### src/rtl/priority_event_queue.sv
// Priority event queue: captures event pulses into a pending vector and issues one index per transfer.
// Latency: set_i at edge t shows on pending_o after t; the index is issued on valid_o/idx_o after edge t+1.
// Backpressure: while valid_o && !ready_i the output register holds and new events keep accumulating.
module priority_event_queue #(
   parameter int WIDTH   = 32,
   parameter int IDX_W   = $clog2(WIDTH),
   parameter bit RR_MODE = 1'b0
) (
   input  logic             clk_i,
   input  logic             rst_i,
   input  logic [WIDTH-1:0] set_i,
   input  logic [WIDTH-1:0] clr_i,
   input  logic             ready_i,
   output logic             valid_o,
   output logic [IDX_W-1:0] idx_o,
   output logic [WIDTH-1:0] pending_o,
   output logic [IDX_W:0]   count_o
);

   logic [WIDTH-1:0] pend;
   logic [WIDTH-1:0] pend_next;
   logic [WIDTH-1:0] issue_mask;
   logic [IDX_W-1:0] ptr;
   logic [IDX_W-1:0] sel;
   logic [IDX_W-1:0] sel_lo;
   logic [IDX_W-1:0] sel_rr;
   logic             found_rr;
   logic             load;
   logic [IDX_W:0]   cnt_next;

   // Find the lowest pending index overall and the lowest one at or above the round-robin pointer.
   always_comb begin
      sel_lo   = '0;
      sel_rr   = '0;
      found_rr = 1'b0;
      for (int i = WIDTH - 1; i >= 0; i--) begin
         if (pend[i]) begin
            sel_lo = IDX_W'(i);
         end
         if (pend[i] && (i >= int'(ptr))) begin
            sel_rr   = IDX_W'(i);
            found_rr = 1'b1;
         end
      end
   end

   // Round-robin falls back to the overall lowest index when nothing sits at or above the pointer.
   assign sel        = (RR_MODE && found_rr) ? sel_rr : sel_lo;
   assign load       = (!valid_o || ready_i) && (|pend);
   assign issue_mask = load ? ({{(WIDTH-1){1'b0}}, 1'b1} << sel) : '0;
   // Set is applied last so a bit re-raised in its issue cycle stays pending as a fresh event.
   assign pend_next  = (pend & ~clr_i & ~issue_mask) | set_i;

   // Population count of the next pending vector, registered together with it.
   always_comb begin
      cnt_next = '0;
      for (int i = 0; i < WIDTH; i++) begin
         cnt_next = cnt_next + (IDX_W+1)'(pend_next[i]);
      end
   end

   // Pending vector and its population count.
   always_ff @(posedge clk_i or posedge rst_i) begin
      if (rst_i) begin
         pend    <= '0;
         count_o <= '0;
      end else begin
         pend    <= pend_next;
         count_o <= cnt_next;
      end
   end

   assign pending_o = pend;

   // Output register: load a new index whenever the slot is free or being drained.
   always_ff @(posedge clk_i or posedge rst_i) begin
      if (rst_i) begin
         valid_o <= 1'b0;
         idx_o   <= '0;
      end else if (load) begin
         valid_o <= 1'b1;
         idx_o   <= sel;
      end else if (valid_o && ready_i) begin
         valid_o <= 1'b0;
      end
   end

   // Round-robin pointer moves just past the issued index, wrapping at the top.
   always_ff @(posedge clk_i or posedge rst_i) begin
      if (rst_i) begin
         ptr <= '0;
      end else if (RR_MODE && load) begin
         if (sel == IDX_W'(WIDTH - 1)) begin
            ptr <= '0;
         end else begin
            ptr <= sel + IDX_W'(1);
         end
      end
   end

endmodule

### config.mk
export PLATFORM = sky130hd
export DESIGN_NAME = priority_event_queue
export DESIGN_NICKNAME = d
export VERILOG_FILES = /design/src/rtl/priority_event_queue.sv
export SDC_FILE = /design/constraint.sdc
export NUM_CORES = 1
export LEC_CHECK = 0
export ABC_AREA = 0
export CELL_PAD_IN_SITES_DETAIL_PLACEMENT = 2
export CELL_PAD_IN_SITES_GLOBAL_PLACEMENT = 2
export CORE_UTILIZATION = 24
export DETAILED_ROUTE_END_ITERATION = 7
export GPL_TIMING_DRIVEN = 1
export PLACE_DENSITY_LB_ADDON = 0.1
export SETUP_SLACK_MARGIN = 0.05
export SYNTH_ARGS = -nofsm -noshare
export SYNTH_HDL_FRONTEND = slang
export SYNTH_SLANG_ARGS = --single-unit
### constraint.sdc
create_clock -name clk_i -period 5.9 [get_ports clk_i]
set_clock_uncertainty 0.1 [all_clocks]
set_input_delay 0.59 -clock clk_i [delete_from_list [all_inputs] [get_ports clk_i]]
set_output_delay 0.59 -clock clk_i [all_outputs]
set_load 0.02 [all_outputs]
=== Word level (Yosys, flattened, before mapping) ===
Cells that the tools add are included.

* Add/subtract/negate cells: 31
* Shift operators: 1
* Muxes and demuxes: 35
* Bitwise logic cells: 5
* Reduce and logical (&&, ||, !) cells: 6

{| class="wikitable"
|+ Operators with widths
! kind !! number
|-
| $mux 5 || 32
|-
| $add 6x1->6 || 26
|-
| $and 32x32->32 || 2
|-
| $not 32->32 || 2
|-
| $mux 32 || 1
|-
| $or 32x32->32 || 1
|-
| $reduce_or 32->1 || 1
|-
| $shl 1x5->32 const A || 1
|-
| $add 5x1->6 || 1
|-
| $add 4x1->5 || 1
|-
| $add 3x1->4 || 1
|-
| $add 2x1->3 || 1
|-
| $add 1x1->2 || 1
|-
| $logic_and 1x1->1 || 2
|-
| $mux 1 || 2
|-
| $reduce_bool 2->1 || 1
|-
| $logic_not 1->1 || 1
|-
| $logic_or 1x1->1 || 1
|}

* Bits in registers: 44
* Input port bits: 67
* Output and inout port bits: 44
* Word-level logic and storage cells: 82

=== Logic depth before layout (Yosys ltp) ===
* Depth in word-level cells: 68
* Depth in mapped cells: 23
* Gate-level depth less buffers: 22

=== Worst setup path after synthesis ===
OpenSTA, ideal clock, no wires.

* Path kind: reg-to-reg
* Start point: reg pend[29] (netlist: pending_o[29])
* End point: reg count_o[5]
* Setup time: 119 ps
* Data arrival time: 6152 ps
* Required time: 5681 ps
* Path slack: -470 ps
* Stages on the path, launching flop included: 24
* Buffers on the path: 1
* Clock period less this slack: 6370 ps
* Path through: dfrtp_1 > or4_4 > a311oi_1 > o21ai_1 > and3_4 > and2_4 > buf_6 > a31o_2 > fa_1 > inv_1 > fa_1 > inv_1 > fa_1 > inv_1 > fa_1 > fa_1 > inv_1 > fa_1 > inv_1 > ha_1 > a21o_1 > a21oi_1 > nor2b_1 > o21a_1

* Cells in the longest elaborated chain, start to end: 66
* Elaborated cells between the ends (all ways): 69
* Those cells by class: 31 x add/sub; 1 x shift; 31 x mux; 4 x bitwise; 2 x reduce/logical

{| class="wikitable"
|+ RTL lines
! what !! line !! source
|-
| start, declared || 20 || <nowiki>logic [WIDTH-1:0] pend;</nowiki>
|-
| start signal, assigned || 68 || <nowiki>pend <= pend_next;</nowiki>
|-
| $mux 5 (30 in series) || 37 || <nowiki>if (pend[i]) begin</nowiki>
|-
| $shl 1x5->32 || 50 || <nowiki>assign issue_mask = load ? ({{(WIDTH-1){1'b0}}, 1'b1} << sel) : '0;</nowiki>
|-
| $mux 32 || 50 ||
|-
| $not 32->32 || 52 || <nowiki>assign pend_next = (pend & ~clr_i & ~issue_mask) | set_i;</nowiki>
|-
| $and 32x32->32 (*) || 52 ||
|-
| $or 32x32->32 (*) || 52 ||
|-
| $add 1x1->2 || 58 || <nowiki>cnt_next = cnt_next + (IDX_W+1)'(pend_next[i]);</nowiki>
|-
| $add 2x1->3 || 58 ||
|-
| $add 3x1->4 || 58 ||
|-
| $add 4x1->5 || 58 ||
|-
| $add 5x1->6 || 58 ||
|-
| $add 6x1->6 (25 in series) || 58 ||
|-
| $add 6x1->6 (*) || 58 ||
|-
| via cnt_next[5] || 29 || <nowiki>logic [IDX_W:0] cnt_next;</nowiki>
|-
| end signal, assigned || 69 || <nowiki>count_o <= cnt_next;</nowiki>
|-
| end, declared || 17 || <nowiki>output logic [IDX_W:0] count_o</nowiki>
|}

The timed path passes the listed nets; every way through them passes the cells marked *.
A chain may end at the register's enable or synchronous reset.

=== Final worst setup path ===
* Start point: reg pend[28] (netlist: pending_o[28])
* End point: reg count_o[5]

* Cells in the longest elaborated chain, start to end: 65
* Elaborated cells between the ends (all ways): 68
* Those cells by class: 31 x add/sub; 1 x shift; 30 x mux; 4 x bitwise; 2 x reduce/logical

{| class="wikitable"
|+ RTL lines
! what !! line
|-
| $mux 5 (29 in series) || 37
|-
| $shl 1x5->32 || 50
|-
| $mux 32 || 50
|-
| $not 32->32 || 52
|-
| $and 32x32->32 (*) || 52
|-
| $or 32x32->32 (*) || 52
|-
| $add 1x1->2 || 58
|-
| $add 2x1->3 || 58
|-
| $add 3x1->4 || 58
|-
| $add 4x1->5 || 58
|-
| $add 5x1->6 || 58
|-
| $add 6x1->6 (25 in series) || 58
|-
| $add 6x1->6 (*) || 58
|-
| via cnt_next[5] || 29
|}

Marked as above.

==> flow_summary.json <==
{
  "antenna_found_initial": 0,
  "slew_viol_final": 0,
  "setup.worst_path.start": "pending_o[28]",
  "multi_input_area_mm2": 0.002176,
  "wire_per_inst_um": 21.21,
  "cts_tree": "yes",
  "cts_root_buf": "clkbuf_16",
  "track_usage_pct": 24.13,
  "ys_seq_elements": 44,
  "async_flop_share_pct": 100.0,
  "synthFlopType": "dfrtp_1",
  "synth_nets": 473,
  "critPathKind": "reg -> reg",
  "die_w_um": 119.1,
  "place.gp.congestion": 0.8319,
  "final_layout_size_suffix_gt1_share_pct": 32.79,
  "synth_area_per_cell_um2": 8.775,
  "r2r-start": "pending_o[28]",
  "final_nets": 707,
  "final_hold_viol_count": 0,
  "rows": 42,
  "period_share_pct": 107.8,
  "wirelength_um": 16670,
  "crit_arrival_ns": 6.46,
  "grt_max_degree": 45,
  "ir_worst_vdd_uv": 912.6,
  "cts.sinks": 44,
  "die_h_um": 119.1,
  "firstDrtPassIters": 4,
  "ys_seq_area_share_pct": 33.46,
  "grt_first_pass_wirelength_um": 25430,
  "worstPathMaxFanout": 4,
  "maxCapViolations": 0,
  "holdPathStages": 2,
  "num_io_pins": 111,
  "dp_slack_ns": -0.7476,
  "hp-class": "reg -> reg",
  "synth_edf_count": 0,
  "synth_cell_type_count": 44,
  "hpwl_um": 13540,
  "max_slew_margin_pct": 56.21,
  "period_needed_ns": 6.363,
  "register_area_mm2": 0.001105,
  "first_global_vias": 4519,
  "finalSetupViolations": 5,
  "crit_path_end_kind": "register",
  "leakage_uw": 0.002641,
  "yosys.area.top_type": "dfrtp_1",
  "initial_utilization_pct": 24.75,
  "rsz0062_at_grt": "true",
  "antenna_cells": 0,
  "clockBufferDepth": 2,
  "synth_cells": 375,
  "dieArea_mm2": 0.01418,
  "layout_common_cells": "buf_4 (124), clkdlybuf4s50_1 (110), inv_1 (60)",
  "drt_iter0_markers": 118,
  "htreeDepth": 2,
  "netlist_top_cells_area": "dfrtp_1 (33%), fa_1 (15%), inv_1 (7.5%), a21oi_1 (6.8%), nor2_1 (4.8%)",
  "fillers": 1442,
  "viasPerCell": 4.924,
  "yosys_warnings": 0,
  "synth_top_area_share_pct": 33.46,
  "r2r_cells": 20,
  "layout_commonest_cell": "buf_4",
  "via_count": 3870,
  "status": "complete, but fails checks",
  "core_mm2": 0.01330,
  "clk_latency_ns": 0.30,
  "start_kind": "register",
  "required_ns": 6.00,
  "cts_made_buffers": 5,
  "port_buffers": 110,
  "cts.clk_slew.worst_paths_ns": 0.07,
  "setup_ws_ns": -0.4627,
  "syn_area_mm2": 0.003291,
  "max_freq_mhz": 157.2,
  "ant_nets": 0,
  "area_delta_synth_final_pct": 80.49,
  "violations": "negative setup slack",
  "grt_overflow": 0,
  "tightest_slew_ns": 0.6569,
  "postCtsHoldBufs": 0,
  "power_per_cell_area_mw_per_mm2": 388.4,
  "tns_ns": -2.098,
  "hold_start": "idx_o[2]",
  "drc": 0
}
==> per-layer routing <==
layer / GRT usage, % / share of wire [%] / routed length, um
met3: 4.119 / 4.2 / 696
met2: 42.44 / 50 / 8407
met4: 12.42 / 4.5 / 754
met1: 27.95 / 41 / 6811
met5: 0 / 0 / 0
==> final cells by class <==
cell class	count	share of cell area, %
Clock buffer	8	2.296
Inverter	66	4.171
Multi-Input combinational cell	256	36.63
Sequential cell	44	18.60
Tap cell	176	3.708
Timing Repair Buffer	236	34.59
==> worst max-delay path: stages (launching register included) <==
cell	delay [ns]
dfrtp_2	0.41
or4_4	0.55
a311oi_2	0.29
o21ai_2	0.10
and3_4	0.19
and2_4	0.19
a31o_4	0.23
fa_1	0.59
inv_1	0.07
fa_1	0.40
fa_1	0.55
fa_1	0.47
fa_1	0.52
inv_1	0.05
fa_1	0.55
inv_1	0.08
ha_1	0.31
a21o_1	0.21
a21oi_2	0.16
nor2b_1	0.07
o21a_1	0.16
==> registers in the layout, summed over array words and instances (netlist names) <==
| name | flops |
|---|---|
| count_o | 6 |
| idx_o | 5 |
| pending_o | 32 |
| valid_o | 1 |
==> worst paths after layout <==
check / to / slack, ns
worst min-delay path: idx_o[2] / 0.39
worst min register to register: idx_o[2] / 0.39
worst max register to register: count_o[5] / -0.46
worst max-delay path: count_o[5] / -0.46
min in group asynchronous: pending_o[25] / 0.68
max in group asynchronous: pending_o[15] / 4.55
==> logic make-up (layout without fill, tap and decap cells) <==
logic type               after synthesis  in the layout  synth area share (%)
AND/OR/NAND/NOR                       98             98                 14.98
AO/OA/AOI/OAI                        123            123                 24.07
adder cells (fa/ha/maj)               31             31                 17.26
multiplexers                           1              1                0.3422
buffers and inverters                 75            310                 9.088
XOR/XNOR                               3              3                0.7986
flip-flops                            44             44                 33.46
==> synthesized netlist by cell type, types with 5 or more instances <==
master	instances
a21o_1	6
a21oi_1	45
a31o_2	13
a31oi_1	23
clkbuf_1	5
dfrtp_1	44
fa_1	24
ha_1	7
inv_1	66
nand2_1	10
nor2_1	42
nor2b_1	5
nor3_1	6
nor4_1	7
o21ai_0	10
==> stage by stage <==
step	utilization (%)	instances	hold slack (ns)	area, um^2	total power, uW
floorplan	-	375	0.4868	3344	1223
global placement	40.75	759	0.3676	5418	1788
detailed placement	40.75	759	0.3843	5418	1875
CTS	43.71	781	0.3996	5812	2215
global route	44.67	786	0.4195	5939	2504
finish	44.67	786	0.3867	5939	2307
==> power by group <==
group,internal [uW],leakage (uW),switching (uW)
combinational,851,0.00209,776
sequential,360,0.000489,27.2
clock,158,0.0000652,135
==> timing repair <==
action                                  4_1_cts  5_1_grt
buffers inserted                             14        5
resized for setup                            36       20
endpoints found under the setup margin        6        6
pin swaps                                    30       13
No activity file was read; power rests on OpenSTA's default activity.
==> edit, RTL diff (same flow settings) <==
The parameter `WIDTH` goes from 32 to 16.
--- a/src/rtl/priority_event_queue.sv
+++ b/src/rtl/priority_event_queue.sv
@@ -3,5 +3,5 @@
 // Backpressure: while valid_o && !ready_i the output register holds and new events keep accumulating.
 module priority_event_queue #(
-   parameter int WIDTH   = 32,
+   parameter int WIDTH   = 16,
    parameter int IDX_W   = $clog2(WIDTH),
    parameter bit RR_MODE = 1'b0
Interface: changed (5 resized); port bits go from 111 to 61. The function was not compared with the original's and may differ.
==> edit against the unedited design <==
- first-iteration DRC count shrank 65%
- area after synthesis decreased by 46%
- sequential cell count fell by 18
- final cell count is 57% lower
- synthesized cell count decreased by 51%
- via count is 59% lower
- routed wire length shrank 65%
- final area is 57% lower
- setup slack better by 1300 ps
- count of clock-buffer cells in the layout fell by 5
- non-clock buffer count fell by 174
- power fell by 68%
- critical path type unchanged
- critical endpoint is now count_o[4]
- largest cell class unchanged
- highest routed layer unchanged
==> edit: results (changes against the unedited design) <==
synthTopCellsByCount: "inv_1, dfrtp_1, a21oi_1"  # was inv_1, a21oi_1, dfrtp_1
status: "completed"  # was complete, but fails checks
rr_worst_depth: 16  # was 20
post_cts_resized: 0  # was 36
finalNetCount: 296  # was 707
final.fill_count: 770  # was 1,442
dpl.hpwl_um: 4740  # was 13,500 um
use_met2_pct: 29.0  # was 42.4%
clock-root-buffer: "clkbuf_8"  # was clkbuf_16
grt_usage_pct: 16.6  # was 24.1%
maxSlewHeadroom_pct: 27.4  # was 56.2%
grt_pass1_wl_um: 9490  # was 25,400 um
htree_levels: 1  # was 2
synth.area.top_cells: "dfrtp_1, fa_1, inv_1"  # unchanged
reg2reg_to: "count_o[4]"  # was count_o[5]
vias: 1574  # was 3,870
numCtsBuffers: 3  # was 5
postSynthAreaPerCell_um2: 9.69  # was 8.78 um2
use_met3_pct: 1.89  # was 4.12%
holdWs_ps: 386  # was 387 ps
groute.layer.met1.usage_pct: 21.9  # was 28.0%
worstPathMaxFanout: 7  # was 4
grt_max_degree: 27  # was 45
synth_nets: 232  # was 473
largest_reg_flops: 16  # was 32
arrival_ps: 5170  # was 6460 ps
wire_per_inst_um: 17.0  # was 21.2 um
worstSetupStartpoint: "pending_o[6]"  # was pending_o[28]
clk_latency_ps: 280  # was 300 ps
dp.cells: 337  # was 759
ir_worst_vdd_mv: 0.224  # was 0.913 mV
ff2ff_setup_slack_ps: 860  # was -460 ps
clk_pin_slew_ps: 110  # was 70 ps
layout-drive-gt1-share_pct: 8.98  # was 32.8%
yosysSeqAreaShare_pct: 36.9  # was 33.5%
netlist-cell-type-count: 43  # was 44
drt_iter0_drc: 41  # was 118
gp_congestion: 0.740  # was 0.832
portBuffers: 60  # was 110
switching_power_uw: 269  # was 938 uW
leakagePower_nw: 1.07  # was 2.64 nW
## edit: cell count changes after synthesis, sizes merged, moves of 8 or more
| cell | before | now |
|---|---|---|
| dfrtp | 44 | 26 |
| o21ai | 13 | 5 |
| inv | 66 | 27 |
| a31o | 15 | 3 |
| a31oi | 23 | 3 |
| fa | 24 | 10 |
| a21oi | 45 | 22 |
| nor2 | 42 | 16 |
## edit: power groups by stage
| stage | clock, mW | sequential (mW) | combinational (mW) |
|---|---|---|---|
| final | 0.157 | 0.232 | 0.355 |
| after global routing | 0.171 | 0.236 | 0.403 |
| after CTS | 0.162 | 0.233 | 0.368 |
| after detailed placement | 0 | 0.236 | 0.365 |
| after global placement | 0 | 0.237 | 0.356 |
| after floorplan | 0 | 0.265 | 0.180 |
## edit: metrics by stage
step | cell area [um2] | utilization [%] | setup slack [ps]
2_1_floorplan | 1760 | - | 1440
3_5_place_dp | 2480 | 35.7 | 643
5_1_grt | 2550 | 36.7 | 596
4_1_cts | 2550 | 36.7 | 792
3_3_place_gp | 2480 | 35.7 | 726
6_report | 2550 | 36.7 | 864
## edit: routing by layer
layer  vias up  wire length [um]
li1        746                 -
met1       794              2560
met2        30              3000
met3         4               176
met4         0                44
met5         -                 0
## edit: final cells by class
| cell class | instances | area share, % |
|---|---|---|
| Multi-Input combinational cell | 126 | 38.8 |
| Sequential cell | 26 | 25.5 |
| Timing Repair Buffer | 62 | 24.2 |
| Tap cell | 96 | 4.72 |
| Inverter | 27 | 3.98 |
| Clock buffer | 3 | 1.62 |
| Clock inverter | 1 | 1.18 |
## edit: logic make-up after synthesis
family,Yosys count,share of synthesized area [%]
fa+ha+maj,15,14.9
compound gates,53,20.2
xor+xnor,2,0.994
simple gates,55,19.4
flops,26,36.9
buf+inv,30,7.03
mux,1,0.639
